<file path="src/rtl/program_loader_if.sv">
// Nibble-stream handshake plus program-memory write port of the program loader.
// The loader uses the slave view; the nibble source / memory model uses the master view.
interface program_loader_if #(
  parameter int ADDR_W = 12
) ();
  logic              nib_valid;
  logic [3:0]        nib;
  logic              nib_ready;
  logic              mem_we;
  logic [ADDR_W-1:0] mem_addr;
  logic [7:0]        mem_data;

  modport master (
    output nib_valid, nib,
    input  nib_ready, mem_we, mem_addr, mem_data
  );

  modport slave (
    input  nib_valid, nib,
    output nib_ready, mem_we, mem_addr, mem_data
  );
endinterface

</file>
<file path="src/rtl/program_loader.sv">
// Packs {instruction, operand} nibble pairs into bytes written at auto-incrementing addresses.
// Optional feature: define LOADER_CHECKSUM_EN to add the 8-bit running checksum output.
module program_loader #(
  parameter int ADDR_W = 12
) (
  input  logic              clk,
  input  logic              reset,
  input  logic              start,
  input  logic [ADDR_W-1:0] start_addr,
  input  logic [ADDR_W-1:0] length,
  program_loader_if.slave   bus,
  output logic              busy,
`ifdef LOADER_CHECKSUM_EN
  output logic [7:0]        checksum,
`endif
  output logic              done
);

  typedef enum logic [2:0] {IDLE, HI, LO, WRITE, DONE} state_t;

  state_t            state, state_nxt;
  logic [ADDR_W-1:0] addr_cnt;
  logic [ADDR_W-1:0] remaining;
  logic [ADDR_W-1:0] mem_addr_q;
  logic [7:0]        mem_data_q;
  logic [3:0]        hi_nib;
  logic              nib_ready_c, mem_we_c, busy_c, done_c;

  // NOTE: sequential state uses non-blocking assignments so every register samples pre-edge values.
  always_ff @(posedge clk) begin
    if (reset) state <= IDLE;
    else       state <= state_nxt;
  end

  // NOTE: every always_comb output gets a default first, so no path can infer a latch.
  always_comb begin
    state_nxt   = state;
    nib_ready_c = 1'b0;
    mem_we_c    = 1'b0;
    busy_c      = 1'b0;
    done_c      = 1'b0;
    unique case (state)
      IDLE: begin
        if (start) state_nxt = (length == '0) ? DONE : HI;
      end
      HI: begin
        nib_ready_c = 1'b1;
        busy_c      = 1'b1;
        if (bus.nib_valid) state_nxt = LO;
      end
      LO: begin
        nib_ready_c = 1'b1;
        busy_c      = 1'b1;
        if (bus.nib_valid) state_nxt = WRITE;
      end
      WRITE: begin
        mem_we_c  = 1'b1;
        busy_c    = 1'b1;
        state_nxt = (remaining == ADDR_W'(1)) ? DONE : HI;
      end
      DONE: begin
        done_c    = 1'b1;
        state_nxt = IDLE;
      end
      default: state_nxt = IDLE;
    endcase
  end

  // Write address/data are captured on low-nibble acceptance and then held,
  // so they stay stable through and after the WRITE cycle while the counter moves on.
  always_ff @(posedge clk) begin
    if (reset) begin
      addr_cnt   <= '0;
      remaining  <= '0;
      hi_nib     <= '0;
      mem_addr_q <= '0;
      mem_data_q <= '0;
`ifdef LOADER_CHECKSUM_EN
      checksum   <= '0;
`endif
    end else begin
      unique case (state)
        IDLE: begin
          if (start) begin
            addr_cnt  <= start_addr;
            remaining <= length;
`ifdef LOADER_CHECKSUM_EN
            checksum  <= '0;
`endif
          end
        end
        HI: begin
          if (bus.nib_valid) hi_nib <= bus.nib;
        end
        LO: begin
          if (bus.nib_valid) begin
            mem_addr_q <= addr_cnt;
            mem_data_q <= {hi_nib, bus.nib};
          end
        end
        WRITE: begin
          addr_cnt  <= addr_cnt + ADDR_W'(1);
          remaining <= remaining - ADDR_W'(1);
`ifdef LOADER_CHECKSUM_EN
          checksum  <= checksum + mem_data_q;
`endif
        end
        default: ;
      endcase
    end
  end

  assign bus.nib_ready = nib_ready_c;
  assign bus.mem_we    = mem_we_c;
  assign bus.mem_addr  = mem_addr_q;
  assign bus.mem_data  = mem_data_q;
  assign busy          = busy_c;
  assign done          = done_c;

endmodule

</file>
<file path="src/flat_wrapper.sv">
// flat-port wrapper written by rule: the top's interface ports become plain ports
module program_loader_flat 
#(
  parameter int ADDR_W = 12
)
  (clk, reset, start, start_addr, length, busy, done, bus_nib_valid, bus_nib, bus_nib_ready, bus_mem_we, bus_mem_addr, bus_mem_data);
  program_loader_if #(.ADDR_W(ADDR_W)) bus_i ();
  input  logic clk;
  input  logic reset;
  input  logic start;
  input  logic [ADDR_W-1:0] start_addr;
  input  logic [ADDR_W-1:0] length;
  output logic busy;
  output logic done;
  input wire logic [$bits(bus_i.nib_valid)-1:0] bus_nib_valid;
  input wire logic [$bits(bus_i.nib)-1:0] bus_nib;
  output wire logic [$bits(bus_i.nib_ready)-1:0] bus_nib_ready;
  output wire logic [$bits(bus_i.mem_we)-1:0] bus_mem_we;
  output wire logic [$bits(bus_i.mem_addr)-1:0] bus_mem_addr;
  output wire logic [$bits(bus_i.mem_data)-1:0] bus_mem_data;
  assign bus_i.nib_valid = bus_nib_valid;
  assign bus_i.nib = bus_nib;
  assign bus_nib_ready = bus_i.nib_ready;
  assign bus_mem_we = bus_i.mem_we;
  assign bus_mem_addr = bus_i.mem_addr;
  assign bus_mem_data = bus_i.mem_data;
  program_loader #(.ADDR_W(ADDR_W)) u_core (.clk(clk), .reset(reset), .start(start), .start_addr(start_addr), .length(length), .bus(bus_i), .busy(busy), .done(done));
endmodule
</file>
<file path="config.mk">
export PLATFORM = sky130hd
export DESIGN_NAME = program_loader_flat
export DESIGN_NICKNAME = d
export VERILOG_FILES = /design/src/rtl/program_loader_if.sv /design/src/rtl/program_loader.sv /design/src/flat_wrapper.sv
export SDC_FILE = /design/constraint.sdc
export NUM_CORES = 1
export LEC_CHECK = 0
export ABC_AREA = 1
export CORE_ASPECT_RATIO = 0.9
export CORE_MARGIN = 1
export CORE_UTILIZATION = 40
export DETAILED_ROUTE_END_ITERATION = 8
export PLACE_DENSITY = 0.68
export SETUP_SLACK_MARGIN = 0.4
export SLEW_MARGIN = 20
export SYNTH_ARGS = -nofsm -noshare
export SYNTH_HDL_FRONTEND = slang
export SYNTH_SLANG_ARGS = --single-unit
export TNS_END_PERCENT = 10
</file>
<file path="constraint.sdc">
create_clock -name clk -period 1.65 [get_ports clk]
set_input_delay 0.165 -clock clk [delete_from_list [all_inputs] [get_ports clk]]
set_output_delay 0.165 -clock clk [all_outputs]
set_load 0.05 [all_outputs]
</file>
# [Word-level counts from Yosys, hierarchy flattened]
# Index checks and enable logic that the tools add are counted.
[word_totals] ff_bits=51 ramBits=0 in_bits=32 memories=0 out_inout_bits=24 latch_bits=0 mem_bits_ro=0
[op_classes] mul=0 n_bitwise=0 n_div=0 reduce_logical=9 magnitude_cmp=0 eq_ne=8 muxes=14 n_addsub=2 shifts=0
[ops] operator="12-bit one-hot mux with 2 select lines" n=2
[ops] operator="12-bit two-way mux" n=2
[ops] operator="3-bit two-way mux" n=5
[ops] operator="12-bit by 1-bit adder with 12-bit output (second input constant)" n=1
[ops] operator="12-bit by 1-bit equality test with 1-bit output (second input constant)" n=1
[ops] operator="12-bit logical NOT" n=1
[ops] operator="3-bit one-hot mux with 4 select lines" n=1
[ops] operator="12-bit by 1-bit subtractor with 12-bit output (second input constant)" n=1
[ops] operator="3-bit by 2-bit equality test with 1-bit output (second input constant)" n=2
[ops] operator="2-bit inequality test (second input constant)" n=3
[ops] operator="2-bit AND reduction" n=3
[ops] operator="1-bit two-way mux" n=4
[ops] operator="3-bit by 1-bit equality test with 1-bit output (second input constant)" n=1
[ops] operator="3-bit equality test (second input constant)" n=1
[ops] operator="3-bit logical NOT" n=1
[ops] operator="3-bit AND reduction" n=1
[ops] operator="3-bit OR reduction" n=1
[ops] operator="2-bit nonzero test" n=1
[ops] operator="2-bit OR reduction" n=1

# [Logic depth before layout (Yosys ltp)]
[logic_depth] ltp_word=4 depth_mapped=11

# [Worst setup path after synthesis]
# OpenSTA, ideal clock, no wires.
[synth_timing] path_kind="register to register" start="register u_core.state[2]" end="register u_core.remaining[2]" path_stages_with_launch=7 setup_slack_ps=279 t_arrival_ps=1297 setup_ps=74 cell_sequence="dfxtp_1 > nor2_2 > nand2_2 > inv_2 > buf_2 > o21ai_0 > a31oi_1"
[synth_via] elab_chain_len=3 word_cells_on_any_way=6 cone_classes="eq/ne: 2; mux: 1; reduce/logical: 3"
[synth_rtl] item="start: declaration" line="program_loader.sv:21" rtl="state_t state, state_nxt;"
[synth_rtl] item="start signal: assignment" line="program_loader.sv:32" rtl="else state <= state_nxt;"
[synth_rtl] item="3-bit by 2-bit equality test with 1-bit output / 3-bit logical NOT (equally long branches)" line="program_loader.sv:82" rtl="unique case (state)"
[synth_rtl] item="2-bit nonzero test (no line) / 2-bit inequality test (equally long branches)"
[synth_rtl] item="2-bit AND reduction (no line)"
[synth_rtl] item="end signal: assignment" line="program_loader.sv:86" rtl="remaining <= length;"
[synth_rtl] item="end signal: assignment" line="program_loader.sv:103" rtl="remaining <= remaining - ADDR_W'(1);"
[synth_rtl] item="end: declaration" line="program_loader.sv:23" rtl="logic [ADDR_W-1:0] remaining;"
# Several ways; a longest one is shown, not always the timed one.
# A chain may end at the register's enable or synchronous reset.

# [Worst setup path in the final report]
[layout_timing] start="register u_core.state[0]" end="output bus_nib_ready"
[layout_via] elab_chain_len=3 word_cells_on_any_way=4 cone_classes="eq/ne: 2; mux: 1; reduce/logical: 1"
[layout_rtl] item="3-bit by 1-bit equality test with 1-bit output / 3-bit by 2-bit equality test with 1-bit output (equally long branches)" line="program_loader.sv:42" rtl="unique case (state)"
[layout_rtl] item="2-bit OR reduction (no line) (*)"
[layout_rtl] item="1-bit two-way mux (*)" line="program_loader.sv:42"
[layout_rtl] item="end: declaration" line="flat_wrapper.sv:17" rtl="output wire logic [$bits(bus_i.nib_ready)-1:0] bus_nib_ready;"
# Mark *: on every way between the ends. The rest lies on a longest branch, timed or not.

==> flow_summary.ini <==
[timing]
setup_tns_ps = 0
rsz0062_at_grt = true
tightest_slew_ps = 499.5
fmax_ghz = 0.7059
drv_slew = 0
min_period_ps = 1417
hold_viol = 0
period_share_pct = 85.86
fin_skew_ps = 3.863
setup_viol = 0
slew_headroom_pct = 66.83

[logic_synthesis]
synth_cells = 401
yosys.area.top_type = dfxtp_1
synth_top_area_share_pct = 38.86
syn-cell-area_sq_um = 2628
syn_nets = 436
synth.distinct_cells = 32
seq_area_frac_synth_pct = 38.86
yosys_warnings = 0
ys_ff_latch = 51
synth.area.top_cells = dfxtp_1, nand2_1, nor2_1
synth.avg_cell_area_sq_um = 6.552

[final_layout]
syn2layout_area_growth_pct = 39.00
drive_above_1_share_pct = 20.08
n_antenna_cell = 0
multi_input_area_sq_um = 1483
nets = 507
ff_latch_area_sq_um = 1033
fin_util_pct = 58.76
nFillCells = 585

[place]
port_buffers = 55
dp_hpwl_um = 4802
place.gp.congestion = 0.8452

[pwr]
peakVddDrop_v = 0.001307
p_per_area_nw_per_um2 = 1442
leakagePower_nw = 1.580

[die]
initial_utilization_pct = 42.27
die_area_sq_um = 6897
num_rows = 27
die_h_um = 78.89
boundaryPins = 56
fp.coreArea_sq_um = 6216
die_x_um = 87.43

[detailed_routing]
dr_total_vias = 2798
drt_pass1_iterations = 4
drt_iter0_drc = 191
post_drt_wl_per_cell_um = 13.05
top_layer = met4
wl_met2_um = 3339
wl_um = 7307
drt-met1-wl_um = 3370
drc_errors = 0
dr_wl_met3_um = 538
vias_per_cell = 4.996
ant_nets = 0

[setup_path]
endpoint_kind = primary output
cpPeakStageDelay_ps = 370
crit_path_top_delay_cell = dfxtp_2
reg2reg_from = u_core.state[0]$_SDFFE_PP0P_
r2r_slack_ps = 240
rr_endpoint = u_core.addr_cnt[1]$_SDFFE_PP0P_
cp.arrival_ps = 1250
crit_fanout = 4
reg2reg_depth = 8
cp_cell_sequence = inv_4 > nor2_4 > nand2_2 > nand2_4 > buf_12
worstSetupPathType = reg2out
worstPathRequired_ps = 1480
cp-start-kind = register

[global_routing]
grt_first_pass_wirelength_um = 11650
antenna_found_initial = 0
grt_pass1_vias = 2483
overflow = 0
grt_max_degree = 34
gr-usage-all-layers_pct = 21.48

[clocking]
cts_tree = built
clockBufferDepth = 2
numCtsBuffers = 5
ctsRootBufferMaster = clkbuf_8
clock_latency_ps = 310
clkTransAtPathRegs_ps = 90
htree_num_levels = 2
clkSinkCount = 51

[job]
cap_violations = 0

[min_path]
hold_path_class = in2reg
whs_endpoint = u_core.addr_cnt[5]$_SDFFE_PP0P_
min_from = start_addr[5]
hold_path_depth = 3

[status]
status = complete, no violations
[Yosys cell counts]
cell type,instances
nor3_1,2
a21oi_1,26
buf_2,3
nor2_2,3
o21bai_1,1
o22ai_1,1
nand2_2,4
dfxtp_1,51
o211ai_1,1
xor2_1,1
inv_6,1
nor2_1,80
nor2_4,1
or2_2,2
inv_1,30
o21ai_0,37
clkbuf_1,5
nand2_4,1
inv_2,4
buf_6,3
nand3b_1,1
buf_4,5
nand2_1,100
a31oi_1,6
a211oi_2,1
nand3_1,23
o211ai_2,1
nand3_2,1
o21a_1,1
ha_1,3
o221ai_1,1
nand4_1,1
[per-stage QoR]
stage | area (sq um) | power, mW | hold slack [ps] | std cells | worst slack [ps]
finish | 3652 | 5.267 | 428.4 | 560 | 233.3
global route | 3652 | 5.621 | 460.2 | 560 | 152.9
CTS | 3487 | 5.027 | 413.0 | 552 | 262.2
detailed placement | 3272 | 4.089 | 478.9 | 535 | 147.3
global placement | 3272 | 4.063 | 468.5 | 535 | 209.9
floorplan | 2630 | 3.392 | 299.9 | 401 | 285.0
[area by class of cell]
type / instances / area share [%]
flip-flops and latches: 51 / 28.30
repair inverters: 1 / 0.2398
clock buffers: 6 / 1.987
multi-input cells: 300 / 40.60
clock inverters: 2 / 0.3426
inverters: 35 / 4.214
well taps: 87 / 2.980
repair buffers: 78 / 21.34
[registers in the layout (all words and copies together), names as in the netlist]
name,flops
u_core.remaining,12
u_core.bus.mem_data,8
u_core.addr_cnt,12
u_core.bus.mem_addr,12
u_core.hi_nib,4
u_core.state,3
[critical path, delay by kind of cell (launching register included)]
| family | cells | cell delay [ps] |
|---|---|---|
| AND/OR/NAND/NOR | 3 | 390 |
| flip-flops | 1 | 370 |
| buffers and inverters | 2 | 190 |
[how the worst max path moves through the flow]
| stage | startpoint | to | slack [ps] | cells after the start |
|---|---|---|---|---|
| 5_1_grt | u_core.addr_cnt[1]$_SDFFE_PP0P_ | u_core.addr_cnt[10]$_SDFFE_PP0P_ | 150 | 9 |
| 3_5_place_dp | u_core.state[0]$_SDFFE_PP0P_ | u_core.addr_cnt[9]$_SDFFE_PP0P_ | 150 | 8 |
| 4_1_cts | u_core.state[0]$_SDFFE_PP0P_ | bus_nib_ready | 260 | 5 |
| 6_report | u_core.state[0]$_SDFFE_PP0P_ | bus_nib_ready | 230 | 5 |
| 2_1_floorplan | u_core.state[2]$_SDFFE_PP0P_ | u_core.state[1]$_SDFFE_PP0P_ | 280 | 8 |
| 3_3_place_gp | u_core.addr_cnt[1]$_SDFFE_PP0P_ | u_core.addr_cnt[10]$_SDFFE_PP0P_ | 210 | 8 |
[layout by cell type, fill, tap and decap left out, types with 2 or more instances in the layout]
cell	netlist	layout
nor2_1	80	73
nor3_1	2	2
a21oi_1	26	25
dlygate4sd2_1	0	2
a31oi_1	6	6
nand2_1	100	96
buf_12	0	7
nand3_2	1	4
dfxtp_1	51	47
clkbuf_8	0	5
o21ai_0	37	34
clkdlybuf4s15_2	0	4
nor2_4	1	6
o21ai_1	0	3
clkdlybuf4s50_1	0	31
buf_4	5	32
inv_4	0	2
dfxtp_4	0	3
nand3_1	23	20
inv_1	30	29
inv_6	1	3
nor2_2	3	5
nand2_2	4	6
ha_2	0	2
nand2_4	1	2
nand2_8	0	2
[where the power goes]
group	total, mW	internal, mW	switching [mW]
clock	0.735	0.298	0.438
combinational	2.79	1.08	1.71
sequential	1.75	1.51	0.235
total	5.27	2.89	2.38
[metal layers]
layer  track usage, %  vias up
li1                 -     1426
met1            29.97     1276
met5                0        -
met4            4.918        0
met2            33.83       89
met3            4.574        7
[repair_timing]
| action | 4_1_cts | 5_1_grt |
|---|---|---|
| hold buffers | 0 | 0 |
| endpoints found under the hold margin | 0 | 0 |
| resized for setup | 37 | 27 |
| setup buffers | 7 | 8 |
| gates cloned | 2 | 0 |
| endpoints found under the setup margin | 57 | 57 |
| pin swaps | 6 | 8 |
[kinds of logic after synthesis]
kind of cell	count (synthesis)	share of synthesized area (%)
flip-flops	51	38.86
AND/OR/NAND/NOR	219	34.38
adder cells (fa/ha/maj)	3	1.429
XOR/XNOR	1	0.3334
AO/OA/AOI/OAI	76	15.81
buffers and inverters	51	9.190
(Power assumes the default switching activity.)
